--- src/rtl/lsu_ctrl.sv ---
// Load/store unit: initiator side of a word-only, synchronous-read data memory.
// Sub-word loads are extracted and extended from the returned word. Sub-word
// stores use a read-modify-write. Bad requests complete with err and never
// reach memory.
//
// Handshake: a request is taken only when req=1 in a cycle where busy=0. busy
// stays high from the cycle after acceptance through the done cycle. done is a
// one-cycle pulse, err is meaningful only while done=1, and a req presented
// while busy=1 is dropped, not queued.
module lsu_ctrl #(
    parameter int MEM_WORDS = 1024
) (
    input  logic        clk,
    input  logic        rst_n,
    input  logic        req,
    input  logic        req_we,
    input  logic [2:0]  req_funct3,
    input  logic [31:0] req_addr,
    input  logic [31:0] req_wdata,
    output logic        busy,
    output logic        done,
    output logic        err,
    output logic [31:0] rdata,
    output logic        mem_load,
    output logic        mem_store,
    output logic [31:0] mem_addr,
    output logic [31:0] mem_wdata,
    input  logic [31:0] mem_rdata
);

    typedef enum logic [2:0] {
        IDLE, LD_REQ, LD_RSP, RMW_RD, RMW_MRG, WR, DONE
    } state_t;

    state_t      state;
    // Only the byte offset and the low halfword of store data are needed after
    // acceptance; the word address lives in mem_addr.
    logic [1:0]  addr_lo;
    logic [2:0]  funct3_q;
    logic [15:0] wdata_lo;

    logic        req_bad;
    logic [7:0]  lane_byte;
    logic [15:0] lane_half;
    logic [31:0] load_val;
    logic [31:0] merge_val;

    // Classify an incoming request: illegal funct3, misalignment or out of range.
    always_comb begin
        req_bad = 1'b0;
        if (req_we) begin
            if (req_funct3 != 3'b000 && req_funct3 != 3'b001 && req_funct3 != 3'b010)
                req_bad = 1'b1;
        end else begin
            if (req_funct3 == 3'b011 || req_funct3[2:1] == 2'b11)
                req_bad = 1'b1;
        end
        if (req_funct3[1:0] == 2'b01 && req_addr[0])
            req_bad = 1'b1;
        if (req_funct3 == 3'b010 && req_addr[1:0] != 2'b00)
            req_bad = 1'b1;
        if ({2'b00, req_addr[31:2]} >= 32'(MEM_WORDS))
            req_bad = 1'b1;
    end

    // Select the addressed lane of the returned word and extend it.
    always_comb begin
        lane_byte = mem_rdata[{addr_lo, 3'b000} +: 8];
        lane_half = addr_lo[1] ? mem_rdata[31:16] : mem_rdata[15:0];
        case (funct3_q)
            3'b000:  load_val = {{24{lane_byte[7]}}, lane_byte};
            3'b001:  load_val = {{16{lane_half[15]}}, lane_half};
            3'b100:  load_val = {24'd0, lane_byte};
            3'b101:  load_val = {16'd0, lane_half};
            default: load_val = mem_rdata;
        endcase
    end

    // Replace the store lane inside the word read back for a sub-word store.
    always_comb begin
        merge_val = mem_rdata;
        if (funct3_q[0]) begin
            if (addr_lo[1])
                merge_val[31:16] = wdata_lo;
            else
                merge_val[15:0] = wdata_lo;
        end else begin
            merge_val[{addr_lo, 3'b000} +: 8] = wdata_lo[7:0];
        end
    end

    // Control FSM; every output is registered alongside the state it belongs to.
    always_ff @(posedge clk or negedge rst_n) begin
        if (!rst_n) begin
            state     <= IDLE;
            busy      <= 1'b0;
            done      <= 1'b0;
            err       <= 1'b0;
            rdata     <= 32'd0;
            mem_load  <= 1'b0;
            mem_store <= 1'b0;
            mem_addr  <= 32'd0;
            mem_wdata <= 32'd0;
            addr_lo   <= 2'd0;
            funct3_q  <= 3'd0;
            wdata_lo  <= 16'd0;
        end else begin
            done      <= 1'b0;
            mem_load  <= 1'b0;
            mem_store <= 1'b0;
            case (state)
                IDLE: begin
                    if (req) begin
                        addr_lo  <= req_addr[1:0];
                        funct3_q <= req_funct3;
                        wdata_lo <= req_wdata[15:0];
                        mem_addr <= {req_addr[31:2], 2'b00};
                        busy     <= 1'b1;
                        if (req_bad) begin
                            state <= DONE;
                            done  <= 1'b1;
                            err   <= 1'b1;
                        end else if (!req_we) begin
                            state    <= LD_REQ;
                            mem_load <= 1'b1;
                        end else if (req_funct3 == 3'b010) begin
                            state     <= WR;
                            mem_store <= 1'b1;
                            mem_wdata <= req_wdata;
                        end else begin
                            state    <= RMW_RD;
                            mem_load <= 1'b1;
                        end
                    end
                end
                LD_REQ: state <= LD_RSP;
                LD_RSP: begin
                    rdata <= load_val;
                    state <= DONE;
                    done  <= 1'b1;
                    err   <= 1'b0;
                end
                RMW_RD: state <= RMW_MRG;
                RMW_MRG: begin
                    mem_wdata <= merge_val;
                    mem_store <= 1'b1;
                    state     <= WR;
                end
                WR: begin
                    state <= DONE;
                    done  <= 1'b1;
                    err   <= 1'b0;
                end
                DONE: begin
                    state <= IDLE;
                    busy  <= 1'b0;
                    err   <= 1'b0;
                end
                default: begin
                    state <= IDLE;
                    busy  <= 1'b0;
                end
            endcase
        end
    end

endmodule

--- config.mk ---
export PLATFORM = sky130hd
export DESIGN_NAME = lsu_ctrl
export DESIGN_NICKNAME = d
export VERILOG_FILES = /design/src/rtl/lsu_ctrl.sv
export SDC_FILE = /design/constraint.sdc
export NUM_CORES = 1
export LEC_CHECK = 0
export BUFFER_PORTS_ARGS = -buffer_cell sky130_fd_sc_hd__clkbuf_2
export CAP_MARGIN = 5
export CELL_PAD_IN_SITES_DETAIL_PLACEMENT = 2
export CELL_PAD_IN_SITES_GLOBAL_PLACEMENT = 2
export CORE_ASPECT_RATIO = 1.25
export CORE_MARGIN = 5
export CORE_UTILIZATION = 34
export CTS_BUF_LIST = sky130_fd_sc_hd__clkbuf_4 sky130_fd_sc_hd__clkbuf_8 sky130_fd_sc_hd__clkbuf_16
export DETAILED_ROUTE_END_ITERATION = 8
export PLACE_DENSITY = 0.95
export SYNTH_ARGS = -nofsm -noshare
export SYNTH_HDL_FRONTEND = slang
export SYNTH_SLANG_ARGS = --single-unit
--- constraint.sdc ---
create_clock -name clk -period 6.4 [get_ports clk]
set_input_delay 0.32 -clock clk [delete_from_list [all_inputs] [get_ports clk]]
set_output_delay 0.32 -clock clk [all_outputs]
set_load 0.02 [all_outputs]
==> After elaboration in Yosys (flattened, before gate mapping) <==
Index checks and enable logic that the tools add are counted.
{ "totals": {"ff_bits": 123} }
{ "classes": {"add_sub_neg": 1, "magnitude_cmp": 1, "n_eq_ne": 20, "shifts": 3, "mux": 40, "bitwise_logic": 1, "n_reduce_logical": 18} }
{ "ops": {"columns": ["op", "count"], "rows": [
  ["$mux W32", 5],
  ["$pmux W32 S4", 1],
  ["$pmux W32 S2", 1],
  ["$mux W16", 3],
  ["$bwmux W32", 1],
  ["$shift A8 B7 Y32 const A", 1],
  ["$shiftx A32 B6 Y8", 1],
  ["$shiftx A8 B7 Y32", 1],
  ["$ge A30 B11 Y1 const B", 1],
  ["$mux W1", 20],
  ["$eq A3 B3 Y1 const B", 5],
  ["$pmux W3 S5", 1],
  ["$eq A3 B2 Y1 const B", 4],
  ["$mux W3", 4],
  ["$ne A2 B2 Y1 const B", 5],
  ["$pmux W1 S2", 4],
  ["$neg A5 Y7", 1],
  ["$eq A3 B1 Y1 const B", 2],
  ["$logic_not A3 Y1", 2],
  ["$reduce_bool A2 Y1", 3],
  ["$reduce_and A5 Y1", 1],
  ["$reduce_or A5 Y1", 1],
  ["$logic_and A1 B1 Y1", 4],
  ["$reduce_and A2 Y1", 2],
  ["other kinds (10)", 10]
]} }

==> Longest topological paths before layout <==
Gate-level depths: netlist of the first run.
{ "depth": {"ltp_word": 11, "ltp_mapped": 10} }

==> Least setup slack after synthesis of the first run <==
No wires, ideal clock.
{ "synth_path": {"kind": "register -> register", "start": "register addr_lo[1]", "end": "register mem_wdata[19]", "setup_ns": 0.064, "t_arrival_ns": 2.274, "setup_slack_ns": 4.062, "path_stages_with_launch": 10, "n_path_buf": 2, "period_less_slack_ns": 2.338, "path_cell_list": "dfrtp_1 buf_2 buf_2 inv_1 ha_1 nand2_1 nor3_1 a221oi_1 o31ai_1 mux2_4"} }
{ "synth_via": {"elab_chain_len": 5} }
{ "synth_rtl": {"columns": ["element", "line_no", "rtl"], "rows": [
  ["start: declaration", "38", "logic [1:0] addr_lo;"],
  ["start signal: assignment", "114", "addr_lo <= req_addr[1:0];"],
  ["$neg A5 Y7", "88", "merge_val[{addr_lo, 3'b000} +: 8] = wdata_lo[7:0];"],
  ["$shiftx A8 B7 Y32 or $shift A8 B7 Y32 (tied branches)", "88", null],
  ["$bwmux W32", "88", null],
  ["$mux W32 *", "82", "if (funct3_q[0]) begin"],
  ["$pmux W32 S2 *", "111", "case (state)"],
  ["end signal: assignment", "129", "mem_wdata <= req_wdata;"],
  ["end signal: assignment", "145", "mem_wdata <= merge_val;"],
  ["end: declaration", "27", "output logic [31:0] mem_wdata,"]
]} }
Every way passes the cells marked *; elsewhere a longest branch is shown, timed or not.
A chain may end at the register's enable or synchronous reset.

==> Worst setup path in the final report of the first run <==
{ "layout_path": {"start": "register funct3_q[0]", "end": "register rdata[0]"} }
{ "layout_via": {"elab_chain_len": 2} }
{ "layout_rtl": {"columns": ["element", "line_no", "rtl"], "rows": [
  ["start: declaration", "39", "logic [2:0] funct3_q;"],
  ["start signal: assignment", "115", "funct3_q <= req_funct3;"],
  ["$eq A3 B3 Y1, or another cell as far along", "70", "case (funct3_q)"],
  ["$pmux W32 S4 *", "70", null],
  ["end signal: assignment", "138", "rdata <= load_val;"],
  ["end: declaration", "23", "output logic [31:0] rdata,"]
]} }
Marked as above.

==> results of run 1 <==
==> sequential cells by signal, summed over array words and instances (netlist names), 2 cells and up <==
signal and cells:
wdata_lo 16, state 3, addr_lo 2, funct3_q 3, mem_wdata 32, rdata 32
mem_addr 30
==> cell type report <==
type | count | area, um^2 | share of cell area
timing repair buffer | 211 | 1090 | 0.131
multi-input combinational | 421 | 3120 | 0.375
tap | 232 | 290 | 0.0349
inverter | 34 | 128 | 0.0153
clock buffer | 17 | 425 | 0.0512
clock inverter | 15 | 189 | 0.0227
sequential | 123 | 3080 | 0.371
==> cell usage after synthesis, types with 8 or more instances <==
| cell type | instances | area, um^2 |
|---|---|---|
| dfrtp_1 | 123 | 3080 |
| mux2i_1 | 57 | 571 |
| nand2_1 | 56 | 210 |
| a21oi_1 | 51 | 255 |
| mux2_2 | 44 | 495 |
| inv_1 | 33 | 124 |
| a221oi_1 | 32 | 280 |
| nor2_1 | 30 | 113 |
| clkbuf_1 | 28 | 105 |
| o21ai_1 | 28 | 140 |
| a211oi_1 | 26 | 195 |
| buf_2 | 15 | 75.1 |
| and2_1 | 8 | 50.1 |
| mux2_1 | 8 | 90.1 |
| o31ai_1 | 8 | 60.1 |
==> timing repair <==
action                    4_1_cts  5_1_grt
setup buffers                   0        0
hold endpoints to repair        2        0
hold buffers                    1        0
==> critical path: cells and delay by family (launching register included) <==
family	cells	cell delay, ns
flip-flops	1	1.18
AO/OA/AOI/OAI	3	0.96
AND/OR/NAND/NOR	2	0.66
==> metal layers <==
layer,GRT usage,part of all wire,routed length (um),vias to the layer above
met5,0,0.00094,25,-
met4,0.111,0.042,1120,4
met3,0.0713,0.069,1830,67
met2,0.434,0.52,13900,242
met1,0.264,0.37,9830,3083
li1,-,-,-,2663
==> through the flow <==
stage           util  total power, W  area (um^2)  cells
2_1_floorplan      -         0.00314         6510    626
3_3_place_gp   0.410         0.00384         7690   1020
3_5_place_dp   0.410         0.00401         7690   1020
4_1_cts        0.443         0.00512         8310   1053
5_1_grt        0.443         0.00538         8310   1053
6_report       0.443         0.00507         8310   1053
==> cells by family after synthesis <==
family | count (synthesis) | share of synthesized area
simple gates | 121 | 0.0852
other cells | 1 | 0.000576
buf+inv | 82 | 0.0525
flops | 123 | 0.473
mux | 115 | 0.193
compound gates | 178 | 0.187
fa+ha+maj | 5 | 0.00961
==> report_power, final <==
group	leakage [nW]	total (W)	switching (W)	internal, W
logic	2.25	0.00245	0.00151	0.000941
registers	1.48	0.00161	0.000436	0.00117
clock network	0.295	0.00102	0.000398	0.000619
total	4.02	0.00507	0.00234	0.00273
==> path summary, 6_finish.rpt <==
kind | from | endpoint | slack (ns) | cells after the start
hold reg to reg | busy | busy | 0.49 | 1
setup reg to reg | funct3_q[0] | rdata[0] | 3.44 | 5
min in group asynchronous | rst_n | wdata_lo[3] | 0.52 | 2
max in group asynchronous | rst_n | funct3_q[0] | 4.40 | 3
hold / removal | req_addr[11] | mem_addr[11] | 0.13 | 2
setup / recovery | funct3_q[0] | rdata[0] | 3.44 | 5
==> insert_results.sql, run 1 <==
INSERT INTO impl_metrics (metric_group, metric, value, unit) VALUES
('status', 'run_status', 'finished clean', ''),
('detailed_routing', 'via_count', '6059', ''),
('critical_path', 'crit_chain', 'nor2b_1 > o21ai_1 > nor2_1 > o22ai_1 > o21ai_1', ''),
('floorplan', 'row_count', '56', ''),
('floorplan', 'floorplan.die.height', '165', 'um'),
('power', 'ir_drop', '260', 'uV'),
('critical_path', 'cp-start-kind', 'flop', ''),
('yosys', 'post_synth_instance_area', '6510', 'um^2'),
('timing', 'worst_pin_slew', '1.23', 'ns'),
('cts', 'clock_buffer_count_from_cts', '17', ''),
('global_routing', 'maximum_number_of_pins_on_one_net_before_global_route_repair', '75', ''),
('global_routing', 'grt-ovfl-total', '0', ''),
('detailed_routing', 'post_drt_wl_per_cell', '25.3', 'um'),
('yosys', 'synth-async-reset-ratio', '1.00', ''),
('cts', 'cts_tree', 'done', ''),
('finish', 'mostFrequentLayoutCell', 'clkbuf_2', ''),
('cts', 'cts.repair.resized', '0', ''),
('detailed_routing', 'postRouteWirelength', '26700', 'um'),
('finish', 'flow.area_growth_from_synthesis', '27.7', '%'),
('placed_design', 'place.gp.congestion', '0.849', ''),
('detailed_routing', 'vias_per_cell', '5.75', ''),
('power', 'power_density', '610', 'nW/um^2'),
('global_routing', 'grt_pass1_vias', '6799', ''),
('critical_path', 'cp_max_fo', '74', ''),
('detailed_routing', 'detail_route.drc_violations', '0', ''),
('timing', 'final_report_setup_violation_count', '0', ''),
('floorplan', 'design.die.area', '22000', 'um^2'),
('yosys', 'synth-main-ff-cell', 'dfrtp_1', ''),
('yosys', 'number_of_synthesized_flops_with_an_enable_pin', '0', ''),
('timing', 'finalCritPeriodShare', '0.462', ''),
('yosys', 'yosys_warnings', '0', ''),
('floorplan', 'die_w', '134', 'um'),
('finish', 'finalNetCount', '916', ''),
('placed_design', 'detailed_place_hpwl', '18800', 'um'),
('timing', 'max_slew_margin', '0.180', ''),
('timing', 'finalSetupTns', '0', 'ns'),
('critical_path', 'setup.worst_path.class', 'reg -> reg', ''),
('yosys', 'synth_register_bits', '123', ''),
('cts', 'cts.htree.levels', '4', ''),
('yosys', 'synth.avg_cell_area', '10.4', 'um^2'),
('global_routing', 'grt_util_overall', '0.242', ''),
('global_routing', 'antenna_found_initial', '2', ''),
('timing', 'final_hold_viol_count', '0', ''),
('critical_path', 'crit_arrival', '3.24', 'ns'),
('finish', 'fillers', '2048', ''),
('cts', 'cts-root-to-sink-buffers', '2', ''),
('floorplan', 'floorplan.io_pins', '204', ''),
('cts', 'clk_pin_slew_worst_paths', '0.06', 'ns'),
('detailed_routing', 'iteration_0_drc_count_of_the_detailed_router', '323', ''),
('timing', 'fmaxAchievable', '338', 'MHz'),
('timing', 'setup_ws', '3.44', 'ns'),
('cts', 'insertion_delay', '0.42', 'ns'),
('finish', 'layout_common_cells', 'clkbuf_2, dfrtp_1, mux2i_1', ''),
('timing', 'drv_slew', '0', ''),
('floorplan', 'initial_utilization', '0.347', ''),
('placed_design', 'io_buffers', '201', ''),
('yosys', 'ys_seq_area_frac', '0.473', ''),
('placed_design', 'post-place-ws', '3.60', 'ns'),
('timing', 'min_period', '2.96', 'ns'),
('critical_path', 'critPathMaxStageDelay', '1.18', 'ns'),
('critical_path', 'critical-path-slowest-cell', 'dfrtp_2', ''),
('yosys', 'synth.lib_cells_used.distinct', '48', ''),
('timing', 'grt_setup_unrepaired', 'no', ''),
('finish', 'antenna-diode-count', '0', ''),
('cts', 'clkSinkCount', '123', ''),
('critical_path', 'crit_required', '6.69', 'ns'),
('critical_path', 'timing.critical_path.to_type', 'flop', ''),
('finish', 'drive_above_1_share', '0.368', ''),
('timing', 'fin_hold_ws', '0.126', 'ns'),
('flow_run', 'max-cap-violations', '0', ''),
('yosys', 'netlist_instances', '625', ''),
('detailed_routing', 'postRouteAntennaNets', '0', ''),
('floorplan', 'core-area', '18800', 'um^2'),
('global_routing', 'global_route_wire_length_before_repair', '40800', 'um'),
('timing', 'finalClockSkew', '0.00800', 'ns'),
('detailed_routing', 'detailedRoute.firstPassIterationCount', '5', ''),
('worst_hold_path', 'hold_class', 'in -> reg', ''),
('power', 'p_leak', '4.02', 'nW'),
('critical_path', 'worst_path_most_repeated_cell', 'o21ai_1', ''),
('cts', 'cts-root-buf', 'clkbuf_16', '');
Power figures use the tool's default switching activity.
==> run 2, diff against run 1 <==
--- a/config.mk
+++ b/config.mk
@@ -5,16 +5,17 @@
 export SDC_FILE = /design/constraint.sdc
 export NUM_CORES = 1
 export LEC_CHECK = 0
+export ABC_AREA = 1
 export BUFFER_PORTS_ARGS = -buffer_cell sky130_fd_sc_hd__clkbuf_2
 export CAP_MARGIN = 5
 export CELL_PAD_IN_SITES_DETAIL_PLACEMENT = 2
 export CELL_PAD_IN_SITES_GLOBAL_PLACEMENT = 2
 export CORE_ASPECT_RATIO = 1.25
 export CORE_MARGIN = 5
-export CORE_UTILIZATION = 34
+export CORE_UTILIZATION = 29
 export CTS_BUF_LIST = sky130_fd_sc_hd__clkbuf_4 sky130_fd_sc_hd__clkbuf_8 sky130_fd_sc_hd__clkbuf_16
 export DETAILED_ROUTE_END_ITERATION = 8
-export PLACE_DENSITY = 0.95
+export PLACE_DENSITY = 0.89
 export SYNTH_ARGS = -nofsm -noshare
 export SYNTH_HDL_FRONTEND = slang
 export SYNTH_SLANG_ARGS = --single-unit
==> constraint.sdc (replaced) <==
create_clock -name clk -period 3.05 [get_ports clk]
set_input_delay 0.1525 -clock clk [delete_from_list [all_inputs] [get_ports clk]]
set_output_delay 0.1525 -clock clk [all_outputs]
set_load 0.02 [all_outputs]
==> run 2 against run 1 <==
Worst setup slack lost 3.0 ns. Wire length rose by 19%. Synthesized cell count up 47%. Critical endpoint is now mem_wdata[6]. Clock-buffer cell count did not move. Sequential power is 86% higher. Fmax is 14% higher. Sequential cell count did not move.
==> insert_results.sql, run 2 <==
INSERT INTO impl_metrics (metric_group, metric, value, unit) VALUES
('global_routing', 'maximum_number_of_pins_on_one_net_before_global_route_repair', '62', ''),
('worst_hold_path', 'worst_hold_path.num_cells', '3', ''),
('cts', 'cts-root-buf', 'clkbuf_16', ''),
('detailed_routing', 'route.met3.wl', '1830', 'um'),
('critical_path', 'crit_family', 'simple AND/OR/NAND/NOR gates', ''),
('yosys', 'post_synth_instance_area', '7030', 'um^2'),
('detailed_routing', 'met2_length', '16800', 'um'),
('detailed_routing', 'via_count', '7463', ''),
('critical_path', 'critPathMaxStageDelay', '0.55', 'ns'),
('critical_path', 'crit_chain', 'inv_2 > ha_1 > nand4_1 > o21ai_0 > nand2_1 > a21oi_1 > nand2_1 > nand2_1', ''),
('global_routing', 'grt_util_overall', '0.235', ''),
('yosys', 'netlist_instances', '921', ''),
('timing', 'final_report_setup_violation_count', '0', ''),
('finish', 'mostFrequentLayoutCell', 'nand2_1', ''),
('timing', 'worst_pin_slew', '0.753', 'ns'),
('timing', 'max_slew_margin', '0.497', ''),
('power', 'power_density', '1180', 'nW/um^2'),
('yosys', 'synth.top_cells.by_area', 'dfrtp_1, nand2_1, o21ai_0', ''),
('floorplan', 'initial_utilization', '0.295', ''),
('finish', 'finalNetCount', '1243', ''),
('cts', 'clkSinkCount', '123', ''),
('critical_path', 'crit_required', '3.42', 'ns'),
('cts', 'clock_buffer_count_from_cts', '17', ''),
('detailed_routing', 'drt-met1-wl', '11700', 'um'),
('yosys', 'synth.lib_cells_used.distinct', '33', ''),
('power', 'power_switching_share', '0.500', ''),
('critical_path', 'timing.critical_path.to_type', 'flop', ''),
('timing', 'finalCritPeriodShare', '0.848', ''),
('detailed_routing', 'detailedRoute.firstPassIterationCount', '4', ''),
('finish', 'layout_common_cells', 'nand2_1, clkbuf_2, dfrtp_1', ''),
('yosys', 'yosys.area.top_type', 'dfrtp_1', ''),
('global_routing', 'grt_pass1_vias', '8484', ''),
('timing', 'grt_setup_unrepaired', 'no', ''),
('timing', 'final_hold_viol_count', '0', ''),
('yosys', 'synthMostInstantiatedCell', 'nand2_1', ''),
('power', 'comb_power_share', '0.530', ''),
('power', 'pwr-share-clk', '0.191', ''),
('yosys', 'synth-async-reset-ratio', '1.00', ''),
('timing', 'drv_slew', '0', ''),
('critical_path', 'timing.reg2reg.worst_path_depth', '8', ''),
('flow_run', 'max-cap-violations', '0', ''),
('yosys', 'synth_register_bits', '123', ''),
('global_routing', 'global_route_wire_length_before_repair', '49500', 'um'),
('global_routing', 'grt-ovfl-total', '0', ''),
('yosys', 'synth_top_cell_area_share', '0.438', ''),
('power', 'p_leak', '4.77', 'nW'),
('critical_path', 'setup.worst_path.class', 'reg -> reg', ''),
('power', 'ir_drop', '651', 'uV'),
('power', 'p_int', '0.00539', 'W'),
('yosys', 'ys_seq_area_frac', '0.438', ''),
('cts', 'cts-root-to-sink-buffers', '2', ''),
('detailed_routing', 'vias_per_cell', '5.06', ''),
('finish', 'reg_top3', 'mem_wdata (32), rdata (32), mem_addr (30)', ''),
('detailed_routing', 'postRouteAntennaNets', '0', ''),
('yosys', 'synth.avg_cell_area', '7.63', 'um^2'),
('cts', 'clk_pin_slew_worst_paths', '0.07', 'ns'),
('worst_hold_path', 'hold_class', 'in -> reg', ''),
('cts', 'cts.htree.levels', '4', ''),
('placed_design', 'detailed_place_hpwl', '22500', 'um'),
('floorplan', 'die_w', '149', 'um'),
('cts', 'insertion_delay', '0.44', 'ns'),
('timing', 'fmaxAchievable', '387', 'MHz'),
('power', 'net-switching-power', '0.00538', 'W'),
('detailed_routing', 'post_drt_wl_per_cell', '21.5', 'um'),
('status', 'run_status', 'finished clean', ''),
('placed_design', 'detailed_place.area', '8210', 'um^2'),
('detailed_routing', 'detail_route.drc_violations', '0', ''),
('detailed_routing', 'top_signal_layer_used', 'met5', ''),
('floorplan', 'floorplan.io_pins', '204', ''),
('placed_design', 'io_buffers', '201', ''),
('power', 'p_total', '0.0108', 'W'),
('yosys', 'synth-main-ff-cell', 'dfrtp_1', ''),
('yosys', 'yosys_warnings', '0', ''),
('timing', 'finalClockSkew', '0.0136', 'ns'),
('critical_path', 'crit_arrival', '2.95', 'ns'),
('critical_path', 'cp_max_fo', '16', ''),
('critical_path', 'cp_num_cells', '8', ''),
('finish', 'flow.area_growth_from_synthesis', '30.0', '%'),
('critical_path', 'cp-start-kind', 'flop', ''),
('finish', 'post_layout_instance_area', '9140', 'um^2'),
('finish', 'drive_above_1_share', '0.256', ''),
('timing', 'min_period', '2.59', 'ns'),
('placed_design', 'place.gp.congestion', '0.845', ''),
('timing', 'finalSetupTns', '0', 'ns'),
('critical_path', 'critical-path-slowest-cell', 'ha_1', ''),
('cts', 'cts.repair.resized', '0', ''),
('floorplan', 'core-area', '23800', 'um^2'),
('floorplan', 'floorplan.die.height', '184', 'um'),
('yosys', 'synth.cells.most_frequent', 'nand2_1, dfrtp_1, o21ai_0', ''),
('detailed_routing', 'iteration_0_drc_count_of_the_detailed_router', '325', ''),
('critical_path', 'worst-path-buf-inv', '1', ''),
('power', 'seq_power_share', '0.279', ''),
('yosys', 'number_of_synthesized_flops_with_an_enable_pin', '0', ''),
('floorplan', 'design.die.area', '27500', 'um^2'),
('global_routing', 'antenna_found_initial', '2', ''),
('floorplan', 'row_count', '63', ''),
('finish', 'final_core_util', '0.384', ''),
('cts', 'cts_tree', 'done', ''),
('detailed_routing', 'postRouteWirelength', '31700', 'um'),
('critical_path', 'worst_path_most_repeated_cell', 'nand2_1', '');
-- run 2: cell count changes in the layout (fill, tap and decap cells not counted), sizes merged, moves of 34 or more --
cell,delta
dlygate4sd3,+34
inv,+49
mux2,-35
mux2i,-57
nand2,+233
nand3,+44
nor2,+40
o21ai,+66
-- run 2: layout make-up --
type / instances / area [um^2]
diodes: 1 / 2.50
clock buffers: 17 / 425
well taps: 325 / 407
inverters: 79 / 302
multi-input cells: 666 / 3310
repair buffers: 248 / 1460
clock inverters: 15 / 153
flip-flops and latches: 123 / 3080
fillers: 2847 / 14700
-- run 2: timing repair --
| action | CTS | global route |
|---|---|---|
| hold buffers | 35 | 0 |
| hold endpoints to repair | 83 | 0 |
| setup buffers | 0 | 0 |
-- run 2: through the flow --
stage                     hold WS, ns  setup WS (ns)  instances
after global placement          0.234          0.779       1406
after CTS                    0.000833          0.495       1473
after global routing           0.0132          0.320       1474
after floorplan                -0.143           1.15        922
final                          0.0107          0.465       1474
after detailed placement        0.246          0.645       1406
-- run 2: worst paths after layout --
path	startpoint	endpoint	slack (ns)
min in group asynchronous	rst_n	mem_store	0.29
max in group asynchronous	rst_n	wdata_lo[6]	1.74
hold / removal	req_wdata[14]	wdata_lo[14]	0.01
setup / recovery	addr_lo[1]	mem_wdata[6]	0.47
hold reg to reg	mem_wdata[17]	mem_wdata[17]	0.48
setup reg to reg	addr_lo[1]	mem_wdata[6]	0.47
-- run 2: metal layers --
layer,vias up,track usage
met2,228,0.431
met4,2,0.111
li1,3438,-
met5,-,0
met3,66,0.0572
met1,3729,0.252
-- run 2: worst register-to-register path, delay by kind of cell (launching register included) --
family                   cells  cell delay (ns)
AND/OR/NAND/NOR              4             0.76
AO/OA/AOI/OAI                2             0.59
adder cells (fa/ha/maj)      1             0.55
flip-flops                   1             0.40
buffers and inverters        1             0.23
-- run 2: power by group through the flow --
stage	Clock (W)	Sequential, W	Combinational, W
final	0.00206	0.00300	0.00570
after global routing	0.00218	0.00309	0.00628
after CTS	0.00208	0.00300	0.00575
after detailed placement	0	0.00300	0.00561
after global placement	0	0.00296	0.00537
after floorplan	0	0.00365	0.00311
-- run 2: cells by family (layout without fill, tap and decap cells) --
group,count (synthesis),after routing,synth area share
other,1,3,0.000534
flip-flops,123,123,0.438
AND/OR/NAND/NOR,420,420,0.242
AO/OA/AOI/OAI,217,217,0.172
multiplexers,22,22,0.0454
adder cells (fa/ha/maj),5,5,0.00890
buffers and inverters,133,359,0.0926
==> run 3, diff against run 2 <==
==> config.mk (replaced) <==
export PLATFORM = sky130hd
export DESIGN_NAME = lsu_ctrl
export DESIGN_NICKNAME = d
export VERILOG_FILES = /design/src/rtl/lsu_ctrl.sv
export SDC_FILE = /design/constraint.sdc
export NUM_CORES = 1
export LEC_CHECK = 0
export ABC_AREA = 0
export BUFFER_PORTS_ARGS = -buffer_cell sky130_fd_sc_hd__clkbuf_2
export CAP_MARGIN = 5
export CELL_PAD_IN_SITES_DETAIL_PLACEMENT = 2
export CELL_PAD_IN_SITES_GLOBAL_PLACEMENT = 2
export CORE_ASPECT_RATIO = 1.25
export CORE_MARGIN = 5
export CORE_UTILIZATION = 28
export CTS_BUF_LIST = sky130_fd_sc_hd__clkbuf_4 sky130_fd_sc_hd__clkbuf_8 sky130_fd_sc_hd__clkbuf_16
export DETAILED_ROUTE_END_ITERATION = 8
export PLACE_DENSITY = 0.85
export SYNTH_ARGS = -nofsm -noshare
export SYNTH_HDL_FRONTEND = slang
export SYNTH_SLANG_ARGS = --single-unit
==> constraint.sdc (replaced) <==
create_clock -name clk -period 2.15 [get_ports clk]
set_input_delay 0.1075 -clock clk [delete_from_list [all_inputs] [get_ports clk]]
set_output_delay 0.1075 -clock clk [all_outputs]
set_load 0.02 [all_outputs]
==> run 3 against run 2 <==
Highest routed layer is now met4. Total power is 46% higher. Sequential share of layout area is 0.18 points lower. Critical endpoint is now mem_wdata[3]. Clock-buffer cell count is 8 higher.
==> insert_results.sql, run 3 (synthesized netlist as in run 1, its figures left out) <==
INSERT INTO impl_metrics (metric_group, metric, value, unit) VALUES
('timing', 'finalCritPeriodShare', '0.978', ''),
('critical_path', 'cp-start-kind', 'flop', ''),
('critical_path', 'timing.reg2reg.worst_path_depth', '8', ''),
('cts', 'clk_pin_slew_worst_paths', '0.05', 'ns'),
('global_routing', 'maximum_number_of_pins_on_one_net_before_global_route_repair', '75', ''),
('cts', 'cts-root-to-sink-buffers', '2', ''),
('critical_path', 'regToRegEndpoint', 'mem_wdata[3]', ''),
('finish', 'flow.area_growth_from_synthesis', '41.3', '%'),
('floorplan', 'floorplan.die.height', '180', 'um'),
('placed_design', 'post-place-ws', '-0.0318', 'ns'),
('timing', 'fin_hold_ws', '0.0261', 'ns'),
('critical_path', 'crit_arrival', '2.44', 'ns'),
('detailed_routing', 'vias_per_cell', '5.28', ''),
('placed_design', 'place.gp.congestion', '0.843', ''),
('critical_path', 'endpoint', 'mem_wdata[3]', ''),
('cts', 'insertion_delay', '0.43', 'ns'),
('timing', 'worst_pin_slew', '0.563', 'ns'),
('worst_hold_path', 'hold_class', 'in -> reg', ''),
('critical_path', 'timing.critical_path.to_type', 'flop', ''),
('critical_path', 'crit_family', 'compound AO/OA/AOI/OAI gates', ''),
('power', 'comb_power_share', '0.518', ''),
('detailed_routing', 'postRouteWirelength', '27700', 'um'),
('critical_path', 'regToRegStartpoint', 'addr_lo[1]', ''),
('detailed_routing', 'postRouteAntennaNets', '0', ''),
('global_routing', 'grt_pass1_vias', '6884', ''),
('critical_path', 'cp_max_fo', '8', ''),
('global_routing', 'global_route_wire_length_before_repair', '41700', 'um'),
('detailed_routing', 'via_count', '6191', ''),
('placed_design', 'detailed_place.area', '7930', 'um^2'),
('timing', 'setup_ws', '0.0465', 'ns'),
('global_routing', 'grt-ovfl-total', '0', ''),
('cts', 'clkSinkCount', '123', ''),
('critical_path', 'worst-path-buf-inv', '2', ''),
('timing', 'min_period', '2.10', 'ns'),
('finish', 'finalNetCount', '980', ''),
('power', 'seq_power_share', '0.284', ''),
('finish', 'antenna-diode-count', '0', ''),
('critical_path', 'crit_chain', 'inv_2 > ha_4 > nor4bb_2 > buf_4 > a221oi_1 > a211oi_1 > a21oi_1 > mux2i_1', ''),
('power', 'net-switching-power', '0.00699', 'W'),
('finish', 'post_layout_instance_area', '9190', 'um^2'),
('timing', 'finalSetupTns', '0', 'ns'),
('global_routing', 'antenna_found_initial', '0', ''),
('floorplan', 'row_count', '62', ''),
('finish', 'reg_top3', 'mem_wdata (32), rdata (32), mem_addr (30)', ''),
('critical_path', 'setup.worst_path.class', 'reg -> reg', ''),
('timing', 'final_report_setup_violation_count', '0', ''),
('global_routing', 'grt_util_overall', '0.202', ''),
('power', 'power_switching_share', '0.446', ''),
('power', 'p_leak', '4.37', 'nW'),
('finish', 'layout_common_cells', 'clkbuf_2, dfrtp_1, mux2i_1', ''),
('cts', 'clock_buffer_count_from_cts', '17', ''),
('critical_path', 'cp_num_cells', '8', ''),
('floorplan', 'design.die.area', '26400', 'um^2'),
('critical_path', 'crit_path_start', 'addr_lo[1]', ''),
('timing', 'finalClockSkew', '0.0147', 'ns'),
('floorplan', 'core-area', '23000', 'um^2'),
('finish', 'fillers', '2463', ''),
('finish', 'multi_input_area', '3210', 'um^2'),
('critical_path', 'critPathMaxStageDelay', '0.45', 'ns'),
('power', 'ir_drop', '704', 'uV'),
('power', 'p_int', '0.00869', 'W'),
('cts', 'cts_tree', 'done', ''),
('finish', 'drive_above_1_share', '0.374', ''),
('power', 'pwr-share-clk', '0.198', ''),
('placed_design', 'io_buffers', '201', ''),
('critical_path', 'crit_required', '2.49', 'ns'),
('floorplan', 'initial_utilization', '0.283', ''),
('detailed_routing', 'detail_route.drc_violations', '0', ''),
('timing', 'final_hold_viol_count', '0', ''),
('cts', 'cts.htree.levels', '4', ''),
('placed_design', 'detailed_place_hpwl', '19000', 'um'),
('critical_path', 'setup.reg_to_reg.worst_slack', '0.05', 'ns'),
('finish', 'mostFrequentLayoutCell', 'clkbuf_2', ''),
('finish', 'area.sequential', '3080', 'um^2'),
('floorplan', 'floorplan.io_pins', '204', ''),
('detailed_routing', 'post_drt_wl_per_cell', '23.6', 'um'),
('floorplan', 'die_w', '146', 'um'),
('status', 'run_status', 'finished clean', ''),
('critical_path', 'critical-path-slowest-cell', 'dfrtp_2', ''),
('timing', 'max_slew_margin', '0.624', ''),
('flow_run', 'max-cap-violations', '0', ''),
('detailed_routing', 'iteration_0_drc_count_of_the_detailed_router', '312', ''),
('cts', 'cts-root-buf', 'clkbuf_16', ''),
('timing', 'fmaxAchievable', '475', 'MHz'),
('finish', 'final_core_util', '0.400', ''),
('power', 'power_density', '1710', 'nW/um^2'),
('detailed_routing', 'detailedRoute.firstPassIterationCount', '5', ''),
('timing', 'drv_slew', '0', '');
[run 3: per-layer routing]
metal  wire length (um)  global-route usage  up-vias
li1                   -                   -     2779
met5                  0                   0        -
met3               1790              0.0601       51
met4                791              0.0715        0
met2              14500               0.363      240
met1              10600               0.227     3121
[run 3: power by group through the flow]
stage               clock network (W)  logic (W)  registers, W
floorplan                           0    0.00409       0.00528
global placement                    0    0.00743       0.00435
detailed placement                  0    0.00773       0.00443
CTS                           0.00315    0.00789       0.00441
global route                  0.00327    0.00874       0.00459
finish                        0.00310    0.00813       0.00445
[run 3: worst min-delay path by stage]
stage	from	to	slack, ns	cells past startpoint
final	req_wdata[18]	mem_wdata[18]	0.03	4
after global routing	req_funct3[0]	funct3_q[0]	0.01	2
after CTS	req_funct3[0]	funct3_q[0]	0.005	2
after detailed placement	rst_n	wdata_lo[2]	0.13	2
after global placement	rst_n	mem_wdata[1]	0.13	2
after floorplan	rst_n	addr_lo[0]	-0.19	0
[run 3: final cells by class]
class                      instances  area share
sequential                       123       0.335
timing repair buffer             275       0.194
multi-input combinational        421       0.349
clock buffer                      25      0.0569
tap                              288      0.0392
clock inverter                     6      0.0117
inverter                          34      0.0139
[run 3: worst reg2reg max path: stages, from the launching register on]
cell	delay, ns
dfrtp_2	0.45
inv_2	0.15
ha_4	0.24
nor4bb_2	0.33
buf_4	0.22
a221oi_1	0.10
a211oi_1	0.34
a21oi_1	0.08
mux2i_1	0.12
[run 3: through the flow]
stage          total power [W]  cells
2_1_floorplan          0.00937    626
3_3_place_gp            0.0118   1088
3_5_place_dp            0.0122   1088
4_1_cts                 0.0155   1171
5_1_grt                 0.0166   1172
6_report                0.0157   1172
[run 3: repair_timing]
| action | in CTS | in global routing |
|---|---|---|
| hold buffers | 52 | 0 |
| gates cloned | 0 | 1 |
| setup buffers | 0 | 0 |
| resized for setup | 4 | 14 |
| pin swaps | 0 | 3 |
| hold endpoints to repair | 181 | 0 |
| setup endpoints to repair | 4 | 28 |
